## src/rtl/ibex_rf_checkpoint.sv

```systemverilog
// rtl/ibex_rf_checkpoint.sv - register-file save/restore streaming engine
module ibex_rf_checkpoint #(
    parameter bit          RV32E     = 1'b0,
    parameter int unsigned DataWidth = 32
) (
    input  logic                 clk_i,
    input  logic                 rst_i,
    input  logic                 save_req_i,
    input  logic                 restore_req_i,
    input  logic                 abort_i,
    output logic                 busy_o,
    output logic                 done_o,
    output logic [4:0]           rf_raddr_o,
    input  logic [DataWidth-1:0] rf_rdata_i,
    output logic [4:0]           rf_waddr_o,
    output logic [DataWidth-1:0] rf_wdata_o,
    output logic                 rf_we_o,
    output logic                 out_valid_o,
    input  logic                 out_ready_i,
    output logic [4:0]           out_addr_o,
    output logic [DataWidth-1:0] out_data_o,
    input  logic                 in_valid_i,
    output logic                 in_ready_o,
    input  logic [DataWidth-1:0] in_data_i
);

    // Highest register index transferred; the pointer is one bit wider so
    // that it can step past x31 without wrapping back into range.
    localparam logic [5:0] Last = RV32E ? 6'd15 : 6'd31;

    typedef enum logic [1:0] {
        Idle,
        Save,
        Restore
    } state_e;

    state_e               state_q, state_d;
    logic [5:0]           ptr_q, ptr_d;
    logic                 out_valid_q, out_valid_d;
    logic [4:0]           out_addr_q, out_addr_d;
    logic [DataWidth-1:0] out_data_q, out_data_d;
    logic                 done_q, done_d;
    logic                 load;
    logic                 out_hs;

    // Next-state logic: request arbitration, save output-register loading,
    // restore write counting, and abort override.
    always_comb begin
        state_d     = state_q;
        ptr_d       = ptr_q;
        out_valid_d = out_valid_q;
        out_addr_d  = out_addr_q;
        out_data_d  = out_data_q;
        done_d      = 1'b0;
        load        = 1'b0;
        out_hs      = out_valid_q & out_ready_i;

        unique case (state_q)
            Idle: begin
                if (save_req_i) begin
                    state_d = Save;
                    ptr_d   = 6'd1;
                end else if (restore_req_i) begin
                    state_d = Restore;
                    ptr_d   = 6'd1;
                end
            end
            Save: begin
                load = (ptr_q <= Last) && (!out_valid_q || out_ready_i);
                if (load) begin
                    out_data_d  = rf_rdata_i;
                    out_addr_d  = ptr_q[4:0];
                    out_valid_d = 1'b1;
                    ptr_d       = ptr_q + 6'd1;
                end else if (out_hs) begin
                    out_valid_d = 1'b0;
                end
                if (out_hs && (out_addr_q == Last[4:0])) begin
                    state_d = Idle;
                    done_d  = 1'b1;
                end
            end
            Restore: begin
                if (in_valid_i) begin
                    ptr_d = ptr_q + 6'd1;
                    if (ptr_q == Last) begin
                        state_d = Idle;
                        done_d  = 1'b1;
                    end
                end
            end
            default: begin
                state_d = Idle;
            end
        endcase

        if (abort_i && (state_q != Idle)) begin
            state_d     = Idle;
            out_valid_d = 1'b0;
            done_d      = 1'b0;
        end
    end

    // State and datapath registers with synchronous reset.
    always_ff @(posedge clk_i) begin
        if (rst_i) begin
            state_q     <= Idle;
            ptr_q       <= 6'd0;
            out_valid_q <= 1'b0;
            out_addr_q  <= 5'd0;
            out_data_q  <= '0;
            done_q      <= 1'b0;
        end else begin
            state_q     <= state_d;
            ptr_q       <= ptr_d;
            out_valid_q <= out_valid_d;
            out_addr_q  <= out_addr_d;
            out_data_q  <= out_data_d;
            done_q      <= done_d;
        end
    end

    assign busy_o      = (state_q != Idle);
    assign done_o      = done_q;
    assign rf_raddr_o  = (state_q == Save) ? ptr_q[4:0] : 5'd0;
    assign in_ready_o  = (state_q == Restore);
    assign rf_we_o     = in_valid_i & in_ready_o;
    assign rf_waddr_o  = in_ready_o ? ptr_q[4:0] : 5'd0;
    assign rf_wdata_o  = in_ready_o ? in_data_i : '0;
    assign out_valid_o = out_valid_q;
    assign out_addr_o  = out_addr_q;
    assign out_data_o  = out_data_q;

endmodule

```

## config.mk

```make
export PLATFORM = sky130hd
export DESIGN_NAME = ibex_rf_checkpoint
export DESIGN_NICKNAME = d
export VERILOG_FILES = /design/src/rtl/ibex_rf_checkpoint.sv
export SDC_FILE = /design/constraint.sdc
export NUM_CORES = 1
export LEC_CHECK = 0
export BUFFER_PORTS_ARGS = -buffer_cell sky130_fd_sc_hd__buf_4
export CAP_MARGIN = 25
export CORE_MARGIN = 2
export CORE_UTILIZATION = 37
export DETAILED_ROUTE_END_ITERATION = 8
export GPL_TIMING_DRIVEN = 0
export PLACE_DENSITY = 0.76
export SLEW_MARGIN = 20
export SYNTH_ARGS = -nofsm -noshare
export SYNTH_HDL_FRONTEND = slang
export SYNTH_SLANG_ARGS = --single-unit
```

## constraint.sdc

```tcl
create_clock -name clk_i -period 1.7 [get_ports clk_i]
set_clock_uncertainty 0.1 [all_clocks]
set_input_delay 0.17 -clock clk_i [delete_from_list [all_inputs] [get_ports clk_i]]
set_output_delay 0.17 -clock clk_i [all_outputs]
set_load 0.005 [all_outputs]
```

==> results_dict.tcl, run 1 <==
set metrics [dict create \
    status "complete, but fails checks" \
    violations "setup timing" \
    first_global_vias 2255 \
    place.gp.congestion 0.898 \
    cts_max_level 2 \
    slew_viol_final 0 \
    min_from "rf_rdata_i[19]" \
    critPathCaptureType "output port" \
    drive_above_1_share_pct 50.2 \
    core_mm2 0.00585 \
    dp_hpwl_um 5460 \
    clockBufferDepth 2 \
    first_pass_iters 4 \
    relSlewSlack_pct 69.2 \
    fin_crit_sh_pct 103 \
    overflow 0 \
    clock_latency_ns 0.29 \
    syn-instance-count 284 \
    maxCapViolations 0 \
    cp.required_ns 1.43 \
    initial_core_util_pct 37.8 \
    num_antenna_cells 0 \
    grt_pass1_wl_um 11000 \
    setup_slack_ns -0.0571 \
    postRouteAntennaNets 0 \
    synth_edf_count 0 \
    viasPerCell 4.84 \
    crit_start "state_q[1]$_SDFFE_PP0P_" \
    nNetsFinal 534 \
    worst-path-max-fanout 7 \
    seq_area_frac_synth_pct 42.6 \
    grt_start_max_net_pins 15 \
    worst_slew_pin_slew_ns 0.462 \
    yosys.area.top_type_share_pct 42.6 \
    worstSetupStartpointType "flop" \
    io_pins 155 \
    hold_buffers 0 \
    syn_area_mm2 0.00221 \
    synthArstFlopShare_pct 0 \
    cts.sinks 47 \
    rsz0062_at_grt "yes" \
    yosysTopAreaCell "dfxtp_1" \
    dp_slack_ns -0.197 \
    r2r-start "state_q[1]$_SDFFE_PP0P_" \
    synth.distinct_cells 35 \
    hold-worst-slack_ns 0.0165 \
    vias 2580 \
    drc 0 \
    setup_violations 31 \
    ys_seq_elements 47 \
    rows 28 \
    hold_path.class "input pin to flop" \
    cts_buffers 5 \
    cts-root-buf "clkbuf_8" \
    die_x_um 81.3 \
    area_growth_pct 80.4 \
    finalHoldViolations 0 \
    wl_per_cell_um 14.6 \
    synth.top_cells.by_count "82 x nand2_1, 47 x dfxtp_1, 42 x and2_1" \
    die_h_um 81.3 \
    avgSynthCellArea_um2 7.78 \
    finalCriticalPeriod_ns 1.76 \
    wl_um 7770 \
    leakagePower_nw 1.84 \
    tritoncts "yes" \
    synth_top_cells_by_area "dfxtp_1 43%, nand2_1 14%, and2_1 12%, a21oi_1 8.8%, ha_1 2.8%" \
    yosysMostFrequentCell "nand2_1" \
    grt_use_total_pct 21.2 \
    fin_util_pct 68.1 \
    p_per_area_mw_per_mm2 1060 \
    drtIter0Drc 115 \
    fmax_ghz 0.569 \
    ir_worst_vdd_v 0.000505 \
    synthesis.nets 360 \
    ys.flop_type "dfxtp_1" \
    clkTransAtPathRegs_ns 0.09 \
    portBuffers 153 \
    crit_type "flop to output port" \
    die-area_mm2 0.00661 \
    antenna_found_initial 0 \
    critPathArrivalTime_ns 1.49 \
    yosys_warnings 0 \
]
per-layer routing:
metal	GRT usage [%]	vias up	wire length [µm]
met5	0	-	0
met4	4.58	0	82
met3	3.67	11	365
met2	36.1	73	4040
met1	28.1	1207	3280
li1	-	1289	-
registers in the layout, summed over array words and instances (netlist names):
signal / count
out_addr_o: 5
out_valid_o: 1
out_data_o: 32
done_o: 1
ptr_q: 6
state_q: 2
cell usage in the layout, fill, tap and decap left out, types with 3 or more instances in the layout:
master      n
nand4_1     4
clkbuf_8    5
buf_2       4
a32o_1      4
buf_6      30
inv_1       5
and2_4     25
nand2_1    82
dfxtp_1    45
nand3_1     5
inv_2       3
clkbuf_1    4
and2_1     17
a21oi_1    39
o21ai_0     3
nor3_1      3
buf_8       6
buf_4     137
area by class of cell:
cell class,count,area [µm²]
plain buffers,16,144
clock buffers,5,68.8
clock inverters,2,13.8
fillers,489,1870
inverters,9,36.3
multi-input cells,211,1290
flip-flops and latches,47,948
well taps,75,93.8
repair buffers,168,1390
critical path, cell delays in order (launching register included):
cell       delay [ns]
dfxtp_4          0.37
buf_6            0.12
ha_4             0.17
buf_8            0.14
clkbuf_16        0.15
and2_4           0.13
buf_6            0.11
power breakdown:
part	switching (mW)	internal (mW)
clock	0.362	0.282
combinational	0.954	1.23
sequential	0.112	1.27
total	1.43	2.78
logic make-up (layout without fill, tap and decap cells):
group	after synthesis	in the layout	share of synthesized area, %
buffers and inverters	26	200	5.55
DFF	47	47	42.6
and+or+nand+nor	148	148	33.2
muxes	2	2	0.906
adders and majority gates	5	5	2.83
AOI/OAI and AO/OA	56	56	14.9
final timing paths:
path / endpoint / slack [ns] / cells past startpoint
worst min register to register: out_data_o[15]$_SDFFE_PP0P_ / 0.36 / 2
worst max-delay path: rf_wdata_o[6] / -0.06 / 6
worst max register to register: ptr_q[0]$_SDFFE_PP0P_ / 0 / 7
worst min-delay path: out_data_o[19]$_SDFFE_PP0P_ / 0.02 / 3
per-stage QoR:
stage | setup TNS, ns | area, µm² | std cells | power [mW]
2_1_floorplan | 0 | 2210 | 284 | 2.21
3_3_place_gp | -7.45 | 3450 | 512 | 2.94
3_5_place_dp | -9.07 | 3450 | 512 | 2.97
4_1_cts | -0.462 | 3750 | 531 | 3.91
5_1_grt | -2.31 | 3990 | 533 | 4.46
6_report | -1.08 | 3990 | 533 | 4.21
what timing repair did:
item | 4_1_cts | 5_1_grt
gates cloned | 2 | 1
setup endpoints to repair | 83 | 78
pin swaps | 3 | 6
gates resized for setup | 38 | 62
buffers inserted | 10 | 2
(Power assumes the default switching activity.)
==> run 2, diff against run 1 <==
--- a/config.mk
+++ b/config.mk
@@ -11,7 +11,9 @@
 export CORE_UTILIZATION = 37
 export DETAILED_ROUTE_END_ITERATION = 8
 export GPL_TIMING_DRIVEN = 0
+export MAX_ROUTING_LAYER = met4
 export PLACE_DENSITY = 0.76
+export SETUP_SLACK_MARGIN = 0.05
 export SLEW_MARGIN = 20
 export SYNTH_ARGS = -nofsm -noshare
 export SYNTH_HDL_FRONTEND = slang
==> run 2 against run 1 <==
The flow still finishes with violations (setup timing). Clock power up 1%. Clock-buffer cell count unchanged. Sequential power about the same. Global-route usage up 2.6 points. Flip-flop and latch count unchanged. Combinational power up 11%. Largest cell class unchanged. Non-clock buffer count up 7. Register-to-register slack worse by 0.03 ns. Sequential share of layout area down 0.98 points. Design area up 4.6%. Highest routed layer unchanged. Critical endpoint is now rf_wdata_o[19]. Core utilization up 3.1 points. Cell count up 1.3%.
==> results_dict.tcl, run 2 (synthesis results as in run 1) <==
set metrics [dict create \
    status "complete, but fails checks" \
    violations "setup timing" \
    nNetsFinal 541 \
    crit_chain "buf_6 > ha_4 > clkbuf_16 > buf_8 > and2_4 > buf_6" \
    post-route-cell-area_mm2 0.00417 \
    ff2ff_path_depth 9 \
    fin_crit_sh_pct 105 \
    worst-path-max-fanout 8 \
    crit_slowest_cell "dfxtp_4" \
    critPathArrivalTime_ns 1.51 \
    die_h_um 81.3 \
    totalNegativeSetupSlack_ns -2.57 \
    finalHoldViolations 0 \
    dp_slack_ns -0.157 \
    area_growth_pct 88.6 \
    cp.required_ns 1.43 \
    p_per_area_mw_per_mm2 1070 \
    cp_slowest_stage_delay_ns 0.37 \
    cts_max_level 2 \
    ir_worst_vdd_v 0.000503 \
    cts.sinks 47 \
    place.gp.congestion 0.878 \
    first_pass_iters 4 \
    holdPathStages 3 \
    leakagePower_nw 1.92 \
    postRouteAntennaNets 0 \
    io_pins 155 \
    cp_common_cell "buf_6" \
    core_mm2 0.00585 \
    critPathCaptureType "output port" \
    clkTransAtPathRegs_ns 0.08 \
    grt_start_max_net_pins 15 \
    grt_use_total_pct 23.8 \
    die_x_um 81.3 \
    dpl-instance-area_mm2 0.00348 \
    setup_slack_ns -0.0849 \
    layout_commonest_cell "buf_4" \
    setup_violations 59 \
    cts-root-buf "clkbuf_8" \
    vias 2670 \
    wl_per_cell_um 15.7 \
    clock_latency_ns 0.30 \
    crit_type "flop to output port" \
    hold_path.class "input pin to flop" \
    drtIter0Drc 141 \
    relSlewSlack_pct 68.0 \
    grt_pass1_wl_um 11900 \
    slew_viol_final 0 \
    initial_core_util_pct 37.8 \
    clockBufferDepth 2 \
    overflow 0 \
    tritoncts "yes" \
    fmax_ghz 0.560 \
    cts_buffers 5 \
    drive_above_1_share_pct 54.6 \
    maxCapViolations 0 \
    largest_register_ffs 32 \
    final_cell_mix "130 x buf_4, 82 x nand2_1, 45 x buf_6" \
    num_antenna_cells 0 \
    wl_um 8490 \
    cpLargestDelayFamily "buffers and inverters" \
    dp_hpwl_um 5440 \
    first_global_vias 2415 \
    rsz0062_at_grt "yes" \
    cp_num_cells 6 \
    worst_slew_pin_slew_ns 0.480 \
    critical_path_buf_inv_count 4 \
    viasPerCell 4.94 \
    drc 0 \
    finalCriticalPeriod_ns 1.78 \
    rows 28 \
    portBuffers 153 \
    worstSetupStartpointType "flop" \
    antenna_found_initial 0 \
    die-area_mm2 0.00661 \
    fillers 440 \
]
run 2: cell count changes in the layout (fill, tap and decap cells not counted), sizes merged:
cell	before	now
buf	177	185
clkbuf	12	11
run 2: per-layer routing:
metal | share of wire [%] | vias to the layer above | global-route usage [%]
li1 | - | 1302 | -
met1 | 40 | 1255 | 28.6
met2 | 52 | 101 | 40.6
met3 | 6.5 | 12 | 4.44
met4 | 1.4 | 0 | 6.95
met5 | 0 | - | -
run 2: final cells by class:
class / count / area (µm²) / share of cell area (%)
Tap cell: 75 / 93.8 / 2.25
Buffer: 17 / 170 / 4.08
Timing Repair Buffer: 174 / 1500 / 35.9
Sequential cell: 47 / 951 / 22.8
Inverter: 9 / 33.8 / 0.811
Clock inverter: 2 / 13.8 / 0.330
Multi-Input combinational cell: 211 / 1340 / 32.2
Clock buffer: 5 / 68.8 / 1.65
run 2: power by group:
group | internal, mW | switching, mW | total (mW)
Clock | 0.282 | 0.370 | 0.652
Combinational | 1.39 | 1.03 | 2.43
Sequential | 1.27 | 0.116 | 1.39
run 2: per-stage QoR:
step / instances / total power, mW / utilization [%] / hold slack [ns]
2_1_floorplan: 284 / 2.25 / - / 0.206
3_3_place_gp: 512 / 2.97 / 59.5 / 0.317
3_5_place_dp: 512 / 3.00 / 59.5 / 0.328
4_1_cts: 535 / 4.22 / 69.0 / 0.00832
5_1_grt: 540 / 4.70 / 71.2 / 0.00624
6_report: 540 / 4.47 / 71.2 / 0.0104
run 2: path summary, 6_finish.rpt:
path	endpoint	slack, ns	from
min	out_data_o[8]$_SDFFE_PP0P_	0.01	rf_rdata_i[8]
min reg2reg	out_data_o[20]$_SDFFE_PP0P_	0.36	out_data_o[20]$_SDFFE_PP0P_
max reg2reg	out_data_o[26]$_SDFFE_PP0P_	-0.03	state_q[1]$_SDFFE_PP0P_
max	rf_wdata_o[19]	-0.08	state_q[1]$_SDFFE_PP0P_
run 2: repair_timing:
item                                   CTS  global route
gates cloned                             4             0
setup endpoints to repair               74            88
gates resized for setup                101            29
endpoints found under the hold margin    0             0
buffers inserted                        12             6
hold buffers                             0             0
pin swaps                                3             5
run 2: worst register-to-register path, cell delays in order (launching register included):
cell and delay (ns):
dfxtp_4 0.37, inv_2 0.08, ha_4 0.12, buf_6 0.10, inv_2 0.06, or3_4 0.36
buf_8 0.15, buf_6 0.14, nand2_1 0.06, a21oi_1 0.06
==> run 3, diff against run 2 <==
--- a/config.mk
+++ b/config.mk
@@ -8,12 +8,11 @@
 export BUFFER_PORTS_ARGS = -buffer_cell sky130_fd_sc_hd__buf_4
 export CAP_MARGIN = 25
 export CORE_MARGIN = 2
-export CORE_UTILIZATION = 37
+export CORE_UTILIZATION = 41
 export DETAILED_ROUTE_END_ITERATION = 8
 export GPL_TIMING_DRIVEN = 0
 export MAX_ROUTING_LAYER = met4
-export PLACE_DENSITY = 0.76
-export SETUP_SLACK_MARGIN = 0.05
+export PLACE_DENSITY = 0.8
 export SLEW_MARGIN = 20
 export SYNTH_ARGS = -nofsm -noshare
 export SYNTH_HDL_FRONTEND = slang
==> constraint.sdc (replaced) <==
create_clock -name clk_i -period 2.01 [get_ports clk_i]
set_clock_uncertainty 0.1 [all_clocks]
set_input_delay 0.201 -clock clk_i [delete_from_list [all_inputs] [get_ports clk_i]]
set_output_delay 0.201 -clock clk_i [all_outputs]
set_load 0.005 [all_outputs]
==> run 3 against run 2 <==
The flow now finishes without violations. Cell count decreased by 4.6%. Register-to-register slack improved by 0.16 ns. Largest power group unchanged. Clock power increased by 9.0%. Critical path depth decreased by 1. Critical endpoint is now rf_wdata_o[24]. Die area decreased by 9.3%. Via count decreased by 7.5%. Hold slack improved by 0.036 ns. Worst setup slack improved by 0.18 ns. Sequential share of layout area increased by 3.5 points. Global-route usage decreased by 1.7 points.
==> results_dict.tcl, run 3 (synthesis results as in run 1) <==
set metrics [dict create \
    cp_common_cell "clkbuf_4" \
    cts-root-buf "clkbuf_8" \
    setup_violations 0 \
    cp_num_cells 5 \
    finalCriticalPeriod_ns 1.92 \
    grt_start_max_net_pins 15 \
    wl_per_cell_um 13.2 \
    min_from "rf_rdata_i[9]" \
    setup_slack_ns 0.0943 \
    worst-path-max-fanout 10 \
    status "finished clean" \
    cpLargestDelayFamily "buffers and inverters" \
    drive_above_1_share_pct 40.7 \
    core_mm2 0.00514 \
    cp_slowest_stage_delay_ns 0.40 \
    cts_resized 4 \
    critical_path_buf_inv_count 3 \
    clkTransAtPathRegs_ns 0.09 \
    wl_um 6790 \
    worstSetupStartpointType "flop" \
    clockBufferDepth 2 \
    first_global_vias 2152 \
    post-route-cell-area_mm2 0.00358 \
    portBuffers 153 \
    antenna_found_initial 0 \
    grt_pass1_wl_um 10600 \
    initial_core_util_pct 43.0 \
    critPathCaptureType "output port" \
    leakagePower_nw 1.69 \
    cts.sinks 47 \
    drc 0 \
    dp_hpwl_um 5310 \
    viasPerCell 4.79 \
    area_growth_pct 62.2 \
    totalNegativeSetupSlack_ns 0 \
    cts_max_level 2 \
    clock_latency_ns 0.29 \
    slew_viol_final 0 \
    ir_worst_vdd_v 0.000499 \
    rows 26 \
    r2r_end "out_data_o[24]$_SDFFE_PP0P_" \
    io_pins 155 \
    crit_type "flop to output port" \
    relSlewSlack_pct 63.7 \
    layout_commonest_cell "buf_4" \
    drtIter0Drc 130 \
    fmax_ghz 0.522 \
    die_x_um 77.4 \
    grt_use_total_pct 22.2 \
    fin_crit_sh_pct 95.3 \
    dp_slack_ns 0.0749 \
    die_h_um 77.4 \
    largest_register_ffs 32 \
    r2r-start "state_q[1]$_SDFFE_PP0P_" \
    critPathCapture "rf_wdata_o[24]" \
    post-cts-setup-buffer-count 0 \
    cts_buffers 5 \
    dpl-instance-area_mm2 0.00345 \
    hold_buffers 0 \
    maxCapViolations 0 \
    postRouteAntennaNets 0 \
    crit_slowest_cell "dfxtp_1" \
    hold_path.class "input pin to flop" \
    first_pass_iters 4 \
    crit_start "state_q[1]$_SDFFE_PP0P_" \
    ff2ff_setup_slack_ns 0.13 \
    crit_chain "ha_2 > clkbuf_4 > clkbuf_4 > and2_1 > buf_4" \
    rsz0062_at_grt "no" \
    finalHoldViolations 0 \
    place.gp.congestion 0.878 \
    nNetsFinal 520 \
    fin_util_pct 69.7 \
    worst_slew_pin_slew_ns 0.538 \
    overflow 0 \
    die-area_mm2 0.00599 \
    final_cell_mix "154 x buf_4, 82 x nand2_1, 46 x dfxtp_1" \
    p_per_area_mw_per_mm2 899 \
    num_antenna_cells 0 \
    p_total_mw 3.22 \
    cp.required_ns 1.71 \
    tritoncts "yes" \
    vias 2469 \
    critPathArrivalTime_ns 1.61 \
    ff2ff_path_depth 9 \
]
run 3: how the worst min path moves through the flow:
stage	end	cells past startpoint
after global routing	out_data_o[14]$_SDFFE_PP0P_	3
final	out_data_o[9]$_SDFFE_PP0P_	3
after CTS	out_data_o[8]$_SDFFE_PP0P_	3
after floorplan	out_data_o[0]$_SDFFE_PP0P_	2
after global placement	out_data_o[12]$_SDFFE_PP0P_	2
after detailed placement	out_data_o[20]$_SDFFE_PP0P_	2
run 3: per-stage QoR:
stage / cells / hold slack, ns
3_3_place_gp: 507 / 0.343
3_5_place_dp: 507 / 0.349
5_1_grt: 515 / 0.0378
2_1_floorplan: 284 / 0.237
6_report: 515 / 0.0465
4_1_cts: 515 / 0.0417
run 3: worst min-delay path, delay by kind of cell:
family                 cells  cell delay [ns]
buffers and inverters      1             0.11
AO/OA/AOI/OAI              1             0.05
AND/OR/NAND/NOR            1             0.04
run 3: layout make-up:
class | count | area [µm²]
clock buffer | 6 | 82.6
sequential | 47 | 942
tap | 70 | 87.6
inverter | 9 | 33.8
buffer | 17 | 98.8
multi-input combinational | 211 | 1150
clock inverter | 2 | 35.0
timing repair buffer | 153 | 1150
fill | 443 | 1560
run 3: where the power goes:
group	total [mW]	switching, mW	internal [mW]
Clock	0.711	0.308	0.403
Combinational	1.36	0.661	0.695
Sequential	1.15	0.0891	1.07
run 3: layer usage:
metal | wire length (µm) | GRT usage (%) | share of wire, %
met1 | 2970 | 29.0 | 44
met2 | 3450 | 36.3 | 51
met3 | 312 | 3.49 | 4.6
met4 | 63 | 5.18 | 0.93
met5 | 0 | - | 0
